==> src/rtl/fetch_seq_ctrl.sv <==
// Fetch-side PC sequencer: issues imem requests over a req/ack handshake,
// applies ID-stage redirects with one delay slot, and feeds a one-entry IF buffer.
module fetch_seq_ctrl #(
  parameter logic [31:0] RESET_PC = 32'h0000_3000
) (
  input  logic        clk,
  input  logic        reset,
  input  logic        stall,
  input  logic        redirect_valid,
  input  logic [1:0]  npc_op,
  input  logic [31:0] id_pc,
  input  logic [25:0] imm26,
  input  logic [31:0] ra,
  output logic        imem_req,
  output logic [31:0] imem_addr,
  input  logic        imem_ack,
  input  logic [31:0] imem_rdata,
  output logic        if_valid,
  output logic [31:0] if_instr,
  output logic [31:0] if_pc,
  output logic [31:0] if_pc4
);

  typedef enum logic {BOOT, RUN} state_t;

  state_t      state_q, state_d;
  logic [31:0] pc_q, pc_d;
  logic        if_valid_q, if_valid_d;
  logic [31:0] if_instr_q, if_instr_d;
  logic [31:0] if_pc_q, if_pc_d;
  logic        pend_valid_q, pend_valid_d;
  logic [31:0] pend_pc_q, pend_pc_d;

  logic        fetch_done;
  logic        redir_acc;
  logic [31:0] target;

  assign imem_req   = reset & (state_q == RUN) & (!if_valid_q | !stall);
  assign imem_addr  = pc_q;
  assign fetch_done = imem_req & imem_ack;
  assign redir_acc  = redirect_valid & !stall & (npc_op != 2'b00);

  assign if_valid = if_valid_q;
  assign if_instr = if_instr_q;
  assign if_pc    = if_pc_q;
  assign if_pc4   = if_pc_q + 32'd4;

  always_comb begin
    target = ra;
    unique case (npc_op)
      2'b01:   target = id_pc + 32'd4 + {{14{imm26[15]}}, imm26[15:0], 2'b00};
      2'b10:   target = {id_pc[31:28], imm26, 2'b00};
      default: target = ra;
    endcase
  end

  always_comb begin
    state_d      = state_q;
    pc_d         = pc_q;
    if_valid_d   = if_valid_q;
    if_instr_d   = if_instr_q;
    if_pc_d      = if_pc_q;
    pend_valid_d = pend_valid_q;
    pend_pc_d    = pend_pc_q;

    if (state_q == BOOT) state_d = RUN;

    // A completing fetch always consumes any pending target; a same-cycle
    // redirect supersedes it, matching the overwrite rule for pend_pc.
    if (fetch_done) begin
      if_valid_d   = 1'b1;
      if_instr_d   = imem_rdata;
      if_pc_d      = pc_q;
      pend_valid_d = 1'b0;
      if (redir_acc)         pc_d = target;
      else if (pend_valid_q) pc_d = pend_pc_q;
      else                   pc_d = pc_q + 32'd4;
    end else begin
      if (if_valid_q && !stall) if_valid_d = 1'b0;
      if (redir_acc) begin
        pend_valid_d = 1'b1;
        pend_pc_d    = target;
      end
    end
  end

  always_ff @(posedge clk) begin
    if (!reset) begin
      state_q      <= BOOT;
      pc_q         <= RESET_PC;
      if_valid_q   <= 1'b0;
      if_instr_q   <= '0;
      if_pc_q      <= '0;
      pend_valid_q <= 1'b0;
      pend_pc_q    <= '0;
    end else begin
      state_q      <= state_d;
      pc_q         <= pc_d;
      if_valid_q   <= if_valid_d;
      if_instr_q   <= if_instr_d;
      if_pc_q      <= if_pc_d;
      pend_valid_q <= pend_valid_d;
      pend_pc_q    <= pend_pc_d;
    end
  end

endmodule

==> config.mk <==
export PLATFORM = sky130hd
export DESIGN_NAME = fetch_seq_ctrl
export DESIGN_NICKNAME = d
export VERILOG_FILES = /design/src/rtl/fetch_seq_ctrl.sv
export SDC_FILE = /design/constraint.sdc
export NUM_CORES = 1
export LEC_CHECK = 0
export BUFFER_PORTS_ARGS = -buffer_cell sky130_fd_sc_hd__buf_2
export CORE_AREA = 2 2 173 175
export CTS_CLUSTER_SIZE = 10
export DETAILED_ROUTE_END_ITERATION = 10
export DIE_AREA = 0 0 175 177
export HOLD_SLACK_MARGIN = 0.1
export MAX_ROUTING_LAYER = met4
export PLACE_DENSITY = 0.61
export SLEW_MARGIN = 20
export SYNTH_ARGS = -nofsm -noshare
export SYNTH_HDL_FRONTEND = slang
export SYNTH_SLANG_ARGS = --single-unit
==> constraint.sdc <==
create_clock -name clk -period 8.6 [get_ports clk]
set_input_delay 1.72 -clock clk [delete_from_list [all_inputs] [get_ports clk]]
set_output_delay 1.72 -clock clk [all_outputs]
set_load 0.005 [all_outputs]
==> results.ini <==
[worst_setup_path]
worstSetupStartpoint=id_pc[3]
cp_top_family=compound AO/OA/AOI/OAI gates
critPathArrivalTime_ns=4.97
cp_common_cell=ha_1
worstSetupEndpointType=register
reg2reg_from=imem_addr[2]$_SDFFE_PN0P_
crit_fanout=5
worstSetupPathType=in2reg
cp_slowest_cell=a222oi_1
critPathLaunchType=input port
cp.required_ns=8.88
cp_cell_sequence=buf_2 -> ha_1 -> ha_1 -> fa_1 -> a21o_1 -> a221oi_2 -> o22a_1 -> o21bai_2 -> a31oi_1 -> xnor2_1 -> a222oi_1 -> o21ai_0
crit_buf_inv=1
critPathMaxStageDelay_ns=0.56

[drt]
routed-via-count=9141
drtPass1Iterations=5
wl_per_cell_um=17.2
first_iter_violations=662
antenna_left=0
drc_errors=0
wl_um=30200
drt-vias-per-instance=5.20

[synth]
ys.warnings.count=0
async_flop_share=0
ys_seq_area_frac=0.304
yosysTopAreaCellShare=0.304
ys.flop_type=dfxtp_1
syn_nets=1331
synthCells=1139
synth_cell_types=72
synth_edf_count=0
syn_area_mm2=0.00862
synth_seq_cells=131
syn_avg_cell_area_um2=7.56
synth.largest_area_cell=dfxtp_1
ys_top_cells_by_area=dfxtp_1 30%, nand2_1 10%, ha_1 9.0%

[worst_hold_path]
hold_path_class=reg2reg
hold_path_startpoint=if_instr[17]$_SDFFE_PN0P_

[power_and_ir_drop]
finalPower_mw=1.77
ir_drop_uv=88.3
intPower_mw=1.20
p_leak_nw=5.03
p_sw_mw=0.567
clkPwrFrac=0.408
power.density_mw_per_mm2=164
seqPwrFrac=0.374
combPwrFrac=0.218
p_sw_frac=0.320

[clock_tree]
clock-sinks=131
cts_buffers=17
clkTransAtPathRegs_ns=0.07
post_cts_buffers=0
cts_resized=0
htree_levels=4
clk_latency_ns=0.42
cts_buffer_depth=2
hold_buffers=0
root_buffer=clkbuf_16
cts_tree=built

[sta]
period_minus_slack_ns=4.69
fin_ws_ns=3.91
finClkSkew_ns=0.0117
worstMarginPinSlew_ns=0.983
timing_hold_violations_final=0
period_share=0.546
fin_setup_tns_ns=0
fmaxAchievable_mhz=213
rsz0062_at_grt=false
maxSlewViolCount=0
setup_viol=0
slew_headroom=0.339

[layout]
n_fill_cell=3087
area_growth_pct=25.2
layout-drive-gt1-share=0.239
diodes=0
nNetsFinal=1546

[placement]
dp_slack_ns=3.54
gp_congestion=0.895
hpwl_um=22500
io_buffers=258

[global_routing]
antenna_found_initial=0
grt_pass1_vias=8279
grt_overflow=0
grt_usage=0.192
grt_start_max_net_pins=79
grt_pass1_wl_um=45800

[floorplanning]
core_area_mm2=0.0292
die_h_um=177
die_w_um=175
die_area_mm2=0.0310
num_rows=63
ioPinCount=259
floorplan.initialDensity=0.295

[run_status]
status=completed

[flow_run]
maxCapViolations=0

-- synthesized netlist by cell type, drive strengths merged (16+ instances only) --
master    n
a221oi   23
nand2   231
dfxtp   131
o21ai    82
and3     29
xnor2    49
nand3   111
ha       62
clkbuf   57
xor2     25
inv      20
a21oi    58
buf      16
nor2     58
-- final cells by class --
type | instances | area [µm²] | area share
timing repair buffer | 269 | 1380 | 0.128
sequential | 131 | 2620 | 0.243
clock buffer | 18 | 439 | 0.0407
tap | 390 | 488 | 0.0452
clock inverter | 14 | 143 | 0.0132
inverter | 20 | 75.1 | 0.00696
multi-input combinational | 915 | 5640 | 0.523
-- stage by stage --
| step | utilization | hold WS [ns] | instance area [µm²] | cells |
|---|---|---|---|---|
| floorplan | - | 0.429 | 8620 | 1139 |
| global placement | 0.349 | 0.438 | 10200 | 1725 |
| detailed placement | 0.349 | 0.441 | 10200 | 1725 |
| CTS | 0.369 | 0.452 | 10800 | 1757 |
| global route | 0.369 | 0.471 | 10800 | 1757 |
| finish | 0.369 | 0.450 | 10800 | 1757 |
-- flip-flops by register name (all words and copies together) (netlist names) --
signal / cells
if_instr: 32
if_pc: 32
imem_addr: 32
pend_pc_q: 32
if_valid: 1
pend_valid_q: 1
state_q: 1
-- logic make-up after synthesis --
logic type,synth area share
buffers and inverters,0.0418
adders and majority gates,0.0924
DFF,0.304
xor gates and xnor gates,0.0752
and+or+nand+nor,0.270
AOI/OAI and AO/OA,0.211
muxes,0.00581
-- final timing paths --
path | end | slack (ns) | cells after the start
worst max-delay path | imem_addr[21]$_SDFFE_PN0P_ | 3.91 | 12
worst min-delay path | if_instr[17]$_SDFFE_PN0P_ | 0.45 | 2
worst max register to register | imem_addr[28]$_SDFFE_PN0P_ | 5.56 | 9
worst min register to register | if_instr[17]$_SDFFE_PN0P_ | 0.45 | 2
-- cells in the final DEF, fill, tap and decap left out, types with 6 or more instances in the layout --
cell and n:
and2_1 12, a31oi_1 7, a21o_1 13, dfxtp_1 131, a22oi_1 13, nor2_1 57, inv_1 20, nor3b_1 6
o21bai_1 6, o21ai_0 80, nand3_1 111, a21oi_1 57, and3_1 29, ha_1 62, a221oi_1 20, nor3_1 11
nand2_1 230, nand4_1 14, xor2_1 25, buf_4 12, buf_2 257, a21boi_0 10, xnor2_1 49, clkbuf_16 17
inv_6 6
-- power groups by stage --
stage / Sequential (mW) / Combinational (mW) / Clock (mW)
floorplan: 0.667 / 0.251 / 0
global placement: 0.675 / 0.378 / 0
detailed placement: 0.676 / 0.380 / 0
CTS: 0.662 / 0.382 / 0.744
global route: 0.666 / 0.425 / 0.763
finish: 0.662 / 0.385 / 0.722
-- worst reg2reg max path: cells and delay by family (launching register included) --
family / cells / cell delay [ns]
AO/OA/AOI/OAI: 3 / 0.45
XOR/XNOR: 1 / 0.12
adder cells (fa/ha/maj): 1 / 0.24
flip-flops: 1 / 0.50
AND/OR/NAND/NOR: 4 / 1.61
-- metal layers --
layer | up-vias | part of all wire | global-route usage
li1 | 4501 | - | -
met1 | 4242 | 0.48 | 0.270
met2 | 363 | 0.44 | 0.291
met3 | 35 | 0.062 | 0.0232
met4 | 0 | 0.016 | 0.0531
met5 | - | 0 | -
No activity file was read; power rests on OpenSTA's default activity.
